<file path="src/rtl/tensor_assign_ctrl.sv">
// Tensor assignment sequencer: scalar SET, FILL and strided COPY over an N-D view.
// The view is walked in row-major order; offsets are updated incrementally per element.
module tensor_assign_ctrl #(
    parameter int DATA_W = 32,
    parameter int ADDR_W = 16,
    parameter int RANK   = 4,
    parameter int DIM_W  = 8
) (
    input  logic                    clk,
    input  logic                    rst,
    input  logic                    cmd_valid,
    output logic                    cmd_ready,
    input  logic [1:0]              cmd_op,
    input  logic [ADDR_W-1:0]       cmd_dst_base,
    input  logic [ADDR_W-1:0]       cmd_src_base,
    input  logic [RANK*DIM_W-1:0]   cmd_shape,
    input  logic [RANK*ADDR_W-1:0]  cmd_dst_stride,
    input  logic [RANK*ADDR_W-1:0]  cmd_src_stride,
    input  logic [RANK*DIM_W-1:0]   cmd_index,
    input  logic [DATA_W-1:0]       cmd_val,
    output logic                    mem_en,
    output logic                    mem_we,
    output logic [ADDR_W-1:0]       mem_addr,
    output logic [DATA_W-1:0]       mem_wdata,
    input  logic [DATA_W-1:0]       mem_rdata,
    output logic                    done,
    output logic                    err
);

    localparam logic [2:0] IDLE     = 3'd0;
    localparam logic [2:0] SET_CALC = 3'd1;
    localparam logic [2:0] SET_WR   = 3'd2;
    localparam logic [2:0] FILL_WR  = 3'd3;
    localparam logic [2:0] CP_RD    = 3'd4;
    localparam logic [2:0] CP_WR    = 3'd5;

    logic [2:0]        state;
    logic [DIM_W-1:0]  shape_q  [RANK];
    logic [DIM_W-1:0]  sidx_q   [RANK];
    logic [DIM_W-1:0]  idx_q    [RANK];
    logic [DIM_W-1:0]  nxt_idx  [RANK];
    logic [ADDR_W-1:0] dstr_q   [RANK];
    logic [ADDR_W-1:0] sstr_q   [RANK];
    logic [ADDR_W-1:0] dlvl_q   [RANK];
    logic [ADDR_W-1:0] slvl_q   [RANK];
    logic [ADDR_W-1:0] nxt_dlvl [RANK];
    logic [ADDR_W-1:0] nxt_slvl [RANK];
    logic [DATA_W-1:0] val_q;
    logic [DATA_W-1:0] wdata_q;
    logic [DATA_W-1:0] wr_data;
    logic              done_q;
    logic              err_q;
    logic [RANK-1:0]   at_max;
    logic              last;
    logic              set_oob;
    logic [ADDR_W-1:0] set_off;
    logic              cmd_zero;
    logic              carry;
    int unsigned       pivot;
    logic [ADDR_W-1:0] dstep;
    logic [ADDR_W-1:0] sstep;

    always_comb begin
        set_oob  = 1'b0;
        cmd_zero = 1'b0;
        set_off  = dlvl_q[0];
        for (int unsigned d = 0; d < RANK; d++) begin
            at_max[d] = (idx_q[d] == shape_q[d] - 1'b1);
            if (sidx_q[d] >= shape_q[d]) set_oob = 1'b1;
            if (cmd_shape[d*DIM_W +: DIM_W] == '0) cmd_zero = 1'b1;
            set_off = set_off + ADDR_W'(sidx_q[d]) * dstr_q[d];
        end
        last = &at_max;
    end

    // Odometer step: pivot is the dim that increments; every inner dim restarts
    // from the pivot's new row start, so each level register holds its row base.
    always_comb begin
        carry = 1'b1;
        pivot = 0;
        for (int unsigned i = 0; i < RANK; i++) begin
            nxt_idx[RANK-1-i] = idx_q[RANK-1-i];
            if (carry) begin
                if (at_max[RANK-1-i]) begin
                    nxt_idx[RANK-1-i] = '0;
                end else begin
                    nxt_idx[RANK-1-i] = idx_q[RANK-1-i] + 1'b1;
                    carry = 1'b0;
                    pivot = RANK - 1 - i;
                end
            end
        end
        dstep = dlvl_q[pivot] + dstr_q[pivot];
        sstep = slvl_q[pivot] + sstr_q[pivot];
        for (int unsigned d = 0; d < RANK; d++) begin
            nxt_dlvl[d] = (d >= pivot) ? dstep : dlvl_q[d];
            nxt_slvl[d] = (d >= pivot) ? sstep : slvl_q[d];
        end
    end

    always_comb begin
        mem_en    = (state == SET_WR) || (state == FILL_WR) || (state == CP_RD) || (state == CP_WR);
        mem_we    = (state == SET_WR) || (state == FILL_WR) || (state == CP_WR);
        mem_addr  = '0;
        if (mem_we) mem_addr = dlvl_q[RANK-1];
        else if (state == CP_RD) mem_addr = slvl_q[RANK-1];
        wr_data   = (state == CP_WR) ? mem_rdata : val_q;
        mem_wdata = mem_we ? wr_data : wdata_q;
        done      = done_q || (state == SET_WR) || ((state == SET_CALC) && set_oob)
                    || (((state == FILL_WR) || (state == CP_WR)) && last);
        err       = err_q || ((state == SET_CALC) && set_oob);
        cmd_ready = (state == IDLE) && !done_q;
    end

    always_ff @(posedge clk) begin
        if (rst) begin
            state   <= IDLE;
            done_q  <= 1'b0;
            err_q   <= 1'b0;
            val_q   <= '0;
            wdata_q <= '0;
            for (int unsigned d = 0; d < RANK; d++) begin
                shape_q[d] <= '0;
                sidx_q[d]  <= '0;
                idx_q[d]   <= '0;
                dstr_q[d]  <= '0;
                sstr_q[d]  <= '0;
                dlvl_q[d]  <= '0;
                slvl_q[d]  <= '0;
            end
        end else begin
            done_q <= 1'b0;
            err_q  <= 1'b0;
            if (mem_we) wdata_q <= mem_wdata;
            case (state)
                IDLE: begin
                    if (cmd_valid && cmd_ready) begin
                        val_q <= cmd_val;
                        for (int unsigned d = 0; d < RANK; d++) begin
                            shape_q[d] <= cmd_shape[d*DIM_W +: DIM_W];
                            sidx_q[d]  <= cmd_index[d*DIM_W +: DIM_W];
                            dstr_q[d]  <= cmd_dst_stride[d*ADDR_W +: ADDR_W];
                            sstr_q[d]  <= cmd_src_stride[d*ADDR_W +: ADDR_W];
                            idx_q[d]   <= '0;
                            dlvl_q[d]  <= cmd_dst_base;
                            slvl_q[d]  <= cmd_src_base;
                        end
                        case (cmd_op)
                            2'd0: state <= SET_CALC;
                            2'd1: if (cmd_zero) done_q <= 1'b1; else state <= FILL_WR;
                            2'd2: if (cmd_zero) done_q <= 1'b1; else state <= CP_RD;
                            default: begin
                                done_q <= 1'b1;
                                err_q  <= 1'b1;
                            end
                        endcase
                    end
                end
                SET_CALC: begin
                    if (set_oob) begin
                        state <= IDLE;
                    end else begin
                        dlvl_q[RANK-1] <= set_off;
                        state          <= SET_WR;
                    end
                end
                SET_WR: state <= IDLE;
                FILL_WR: begin
                    if (last) begin
                        state <= IDLE;
                    end else begin
                        idx_q  <= nxt_idx;
                        dlvl_q <= nxt_dlvl;
                    end
                end
                CP_RD: state <= CP_WR;
                CP_WR: begin
                    if (last) begin
                        state <= IDLE;
                    end else begin
                        idx_q  <= nxt_idx;
                        dlvl_q <= nxt_dlvl;
                        slvl_q <= nxt_slvl;
                        state  <= CP_RD;
                    end
                end
                default: state <= IDLE;
            endcase
        end
    end

endmodule
</file>
<file path="config.mk">
export PLATFORM = sky130hd
export DESIGN_NAME = tensor_assign_ctrl
export DESIGN_NICKNAME = d
export VERILOG_FILES = /design/src/rtl/tensor_assign_ctrl.sv
export SDC_FILE = /design/constraint.sdc
export NUM_CORES = 2
export LEC_CHECK = 0
export ABC_CLOCK_PERIOD_IN_PS = 12400
export BUFFER_PORTS_ARGS = -buffer_cell sky130_fd_sc_hd__buf_2
export CAP_MARGIN = 30
export CORE_MARGIN = 2
export CORE_UTILIZATION = 50
export DETAILED_ROUTE_END_ITERATION = 6
export PLACE_DENSITY = 0.69
export RECOVER_POWER = 50
export SLEW_MARGIN = 25
export SYNTH_ARGS = -nofsm -noshare
export SYNTH_HDL_FRONTEND = slang
export SYNTH_SLANG_ARGS = --single-unit
</file>
<file path="constraint.sdc">
create_clock -name clk -period 12.4 [get_ports clk]
set_clock_uncertainty 0.05 [all_clocks]
set_input_delay 0.62 -clock clk [delete_from_list [all_inputs] [get_ports clk]]
set_output_delay 0.62 -clock clk [all_outputs]
set_load 0.02 [all_outputs]
</file>
---- Yosys cells after proc, flatten, opt, wreduce, memory -nomap -nowiden ----
Memories as Yosys holds them, arrays and structs flattened.
Cells that the tools add are included.
storage, ports and cells
  input bits .............................. 293
  memories kept ........................... 4
  output and inout port bits .............. 53
  memory bits (writable) .................. 192
  register bits ........................... 229
  logic and storage cells ................. 228
memories
  name     depth  bits a word  read ports  clocked after memory_dff  write ports  RTL line  text
  dstr_q   4      16           5           0                         4            42        logic [ADDR_W-1:0] dstr_q [RANK];
  sstr_q   4      16           1           0                         4            43        logic [ADDR_W-1:0] sstr_q [RANK];
  shape_q  4      8            4           0                         4            38        logic [DIM_W-1:0] shape_q [RANK];
  sidx_q   4      8            4           0                         4            39        logic [DIM_W-1:0] sidx_q [RANK];
cells by class
  $add $sub $neg .......................... 14
  order comparisons ....................... 9
  bitwise logic cells ..................... 19
  eq/ne operators ......................... 30
  mux-type cells .......................... 89
  multipliers ............................. 4
  reductions and logical operators ........ 42
operator list
  kind                                                    number
  2-to-1 mux 16 bit                                       23
  2-to-1 mux 32 bit                                       10
  2-to-1 mux 64 bit                                       4
  case mux 64 bit (2 select lines)                        1
  2-to-1 mux 8 bit                                        15
  adder 16 bit                                            6
  case mux 48 bit (2 select lines)                        1
  binary-select mux 16 bit (select 2 bit)                 2
  >= comparator 1 x 32 -> 1 bit (first input constant)    2
  >= comparator 2 x 32 -> 1 bit (first input constant)    2
  multiplier 8 x 16 -> 16 bit                             4
  case mux 32 bit (2 select lines)                        1
  case mux 16 bit (3 select lines)                        1
  AND reduction 4 bit                                     11
  >= comparator 33 x 3 -> 1 bit (second input constant)   1
  NOT 32 -> 33 bit                                        1
  adder 8 x 1 -> 8 bit (second input constant)            4
  equality test 8 bit                                     4
  >= comparator 8 bit                                     4
  zero test 8 bit                                         4
  subtractor 8 x 1 -> 8 bit (second input constant)       4
  2-to-1 mux 1 bit                                        21
  inequality test 2 x 1 -> 1 bit (second input constant)  8
  inequality test 2 bit (second input constant)           8
  26 further kinds                                        65

---- Longest topological paths before layout ----
An unclocked memory read counts as a cell.
  word-level depth ........................ 18
  depth in mapped cells ................... 29
  depth with buffers taken out ............ 28

---- Worst setup path after synthesis ----
No wires, ideal clock.
  kind .................................... reg2reg
  start ................................... register state[1]
  end ..................................... memory dstr_q[0][0], enable pin
  stages on the path, launching flop included .. 7
  path buffers ............................ 3
  clock period less this slack ............ 7.898 ns
  required time ........................... 11.719 ns
  arrival time ............................ 7.217 ns
  library setup time ...................... 0.631 ns
  slack ................................... 4.502 ns
  path through ............................ dfxtp_1 -> clkbuf_1 -> nor4_1 -> nand2_1 -> clkbuf_1 -> nand2b_1 -> clkbuf_1
RTL lines
  what                    RTL line  text
  from (decl)             37        logic [2:0] state;
  from (signal assigned)  117       state <= IDLE;
  from (signal assigned)  149       2'd0: state <= SET_CALC;
  from (signal assigned)  150       2'd1: if (cmd_zero) done_q <= 1'b1; else state <= FILL_WR;
  to (decl)               42

==> flow_summary.json <==
{
  "tns_ns": 0,
  "slew_viol_final": 423,
  "rsz0062_at_grt": "no",
  "power_mw": 8.83,
  "grt_max_degree": 122,
  "synth_top_area_share_pct": 19.3,
  "pre_cts_ws_ns": 4.71,
  "ios": 346,
  "synth_edf_count": 192,
  "post_cts_buffers": 0,
  "synth_cell_types": 78,
  "worst_pin_slew_ns": 4.27,
  "cts-root-buf": "clkbuf_16",
  "ys_ff_latch": 421,
  "maxCapViolCount": 8,
  "cpMostUsedCell": "clkbuf_1",
  "vias": 26300,
  "setup.worst_path.end_class": "flip-flop",
  "core_area_mm2": 0.0673,
  "area_growth_pct": 11.7,
  "final.fill_count": 6066,
  "drive_gt1_share_pct": 14.5,
  "layout_common_cells": "nand2_1 (492), inv_1 (458), buf_2 (342), fa_1 (328), and2_1 (261)",
  "row_count": 95,
  "ant_nets": 0,
  "portBuffers": 345,
  "critical-path-max-stage-delay_ns": 1.94,
  "period_share_pct": 73.1,
  "wl_per_cell_um": 20.1,
  "grt_first_pass_wirelength_mm": 150,
  "synth_fa_ha_area_share_pct": 24.7,
  "endpoint": "dstr_q[1][4]",
  "r2r_slack_ns": 3.34,
  "drc": 0,
  "synthMuxAreaShare_pct": 6.28,
  "cts_buffers": 48,
  "setup_violations": 0,
  "reg2reg_to": "dstr_q[1][4]",
  "hold_buffers": 0,
  "worstSetupStartpointType": "flip-flop",
  "via_per_inst": 5.48,
  "maxSlewHeadroom_pct": -185,
  "synthesis.area_mm2": 0.0341,
  "cp.arrival_ns": 9.00,
  "post_cts_resize_count": 0,
  "hold_viol": 0,
  "syn_inst": 3638,
  "die_x_um": 265,
  "cts_tree": "built",
  "p_leak_nw": 16.5,
  "layout.cells.non_filler": 4798,
  "crit_slowest_cell": "clkbuf_1",
  "yosysTopAreaCell": "fa_1",
  "max_freq_mhz": 110,
  "grt_pass1_vias": 26400,
  "place_congestion": 0.936,
  "synth_xor_area_share_pct": 4.09,
  "cp.depth": 7,
  "htree_levels": 2,
  "place_inst": 4693,
  "fin_crit_ns": 9.06,
  "start_util_pct": 50.6,
  "yosysSeqAreaShare_pct": 30.4,
  "cp_max_fo": 45,
  "synthSimpleGateAreaFrac_pct": 17.8,
  "final_common_cell": "nand2_1",
  "worst_slack_ns": 3.34,
  "synth_top_family_by_area": "adder cells",
  "power_density_mw_per_mm2": 232,
  "reg2reg_depth": 7,
  "wirelength_mm": 96.5,
  "cts.sinks": 421,
  "cp_data_required_time_ns": 12.34,
  "critical_path_buf_inv_count": 4,
  "crit_type": "flip-flop to flip-flop",
  "hpwl_mm": 74.8,
  "hold_class": "input pin to flip-flop",
  "die-area_mm2": 0.0702,
  "synth_nets": 4407,
  "crit_path_start": "state[1]",
  "fp.dieH_um": 265,
  "async_flop_share_pct": 0,
  "ys.flop_type": "dfxtp_1",
  "r2r-start": "state[1]",
  "grt_usage_pct": 27.8,
  "clock_path_buffers": 3,
  "synth.area.top_cells": "fa_1 (19%), edfxtp_1 (17%), dfxtp_1 (13%), and2_1 (6.4%), ha_1 (5.4%)",
  "synth_compound_area_share_pct": 9.32,
  "path_cells": "clkbuf_1 > nor4_1 > nand2_1 > clkbuf_1 > nand2b_1 > clkbuf_1 > clkbuf_1",
  "globalRouteOverflowTotal": 0,
  "first_iter_violations": 2039,
  "syn_avg_cell_area_um2": 9.36,
  "violations": "max-capacitance violations, max-slew violations",
  "path_delay_family": "buffers and inverters",
  "final_nets": 4641,
  "clk_pin_slew_worst_paths_ns": 0.06,
  "first_pass_iters": 6,
  "status": "complete, but fails checks",
  "vdd_drop_max_mv": 0.603,
  "yosys_warnings": 0,
  "clk_latency_ns": 0.62,
  "antenna_found_initial": 21
}
## cell usage after synthesis (72+ instances only)
cell type  count
ha_1         148
dfxtp_1      229
a211oi_1      72
fa_1         328
and2_1       347
nor2_1       174
edfxtp_1     192
o21ai_0      126
xnor2_1      110
nand2_1      492
clkbuf_1     160
inv_1        459
a21oi_1      116
mux2i_1      108
mux2_2        94
## worst reg2reg max path: stages (launching register included)
cell,delay (ns)
dfxtp_1,0.34
clkbuf_1,1.94
nor4_1,0.30
nand2_1,0.22
clkbuf_1,1.63
nand2b_1,1.56
clkbuf_1,1.16
clkbuf_1,1.19
## cell type report
cell class,instances,area [um2],area share (%)
clock inverters,31,348,0.915
inverters,460,1730,4.54
repair buffers,377,1960,5.17
multi-input cells,2564,21200,55.9
flip-flops and latches,421,10300,27.2
diodes,14,35.0,0.0921
well taps,873,1090,2.87
clock buffers,58,1260,3.31
## cell families after synthesis
family	count (synthesis)
mux	202
buf+inv	653
compound gates	485
xor+xnor	159
flops	421
simple gates	1242
fa+ha+maj	476
## worst min path at each step
| stage | startpoint | endpoint | slack, ns | depth (start not counted) |
|---|---|---|---|---|
| 4_1_cts | cmd_val[3] | val_q[3] | 0.16 | 3 |
| 3_5_place_dp | val_q[19] | val_q[19] | 0.39 | 2 |
| 6_report | cmd_val[3] | val_q[3] | 0.18 | 3 |
| 2_1_floorplan | val_q[0] | val_q[0] | 0.38 | 2 |
| 3_3_place_gp | val_q[19] | val_q[19] | 0.39 | 2 |
| 5_1_grt | cmd_val[24] | val_q[24] | 0.18 | 3 |
## sequential cells by signal (all words and copies together), names as in the netlist, 64 cells and up
name    cells
slvl_q     64
sstr_q     64
dstr_q     64
dlvl_q     64
## metal layers
metal | track usage (%) | up-vias | share of wire (%)
met1 | 36.8 | 12700 | 41
met2 | 45.0 | 1013 | 47
met5 | 0 | - | 0.088
met4 | 12.0 | 14 | 4.4
li1 | - | 12400 | -
met3 | 4.73 | 217 | 7.4
## report_power, final
group	internal [mW]	leakage, nW	switching [mW]	total (mW)
Sequential	1.62	3.97	0.204	1.82
Clock	0.836	0.759	0.630	1.47
Combinational	2.34	11.8	3.20	5.54
## stage by stage
step / hold slack (ns) / area (um2) / utilization, %
after floorplan: 0.383 / 34100 / -
after global placement: 0.390 / 36400 / 54.1
after detailed placement: 0.393 / 36400 / 54.1
after CTS: 0.156 / 38000 / 56.5
after global routing: 0.181 / 38000 / 56.5
final: 0.181 / 38000 / 56.5
Power figures use the tool's default switching activity.
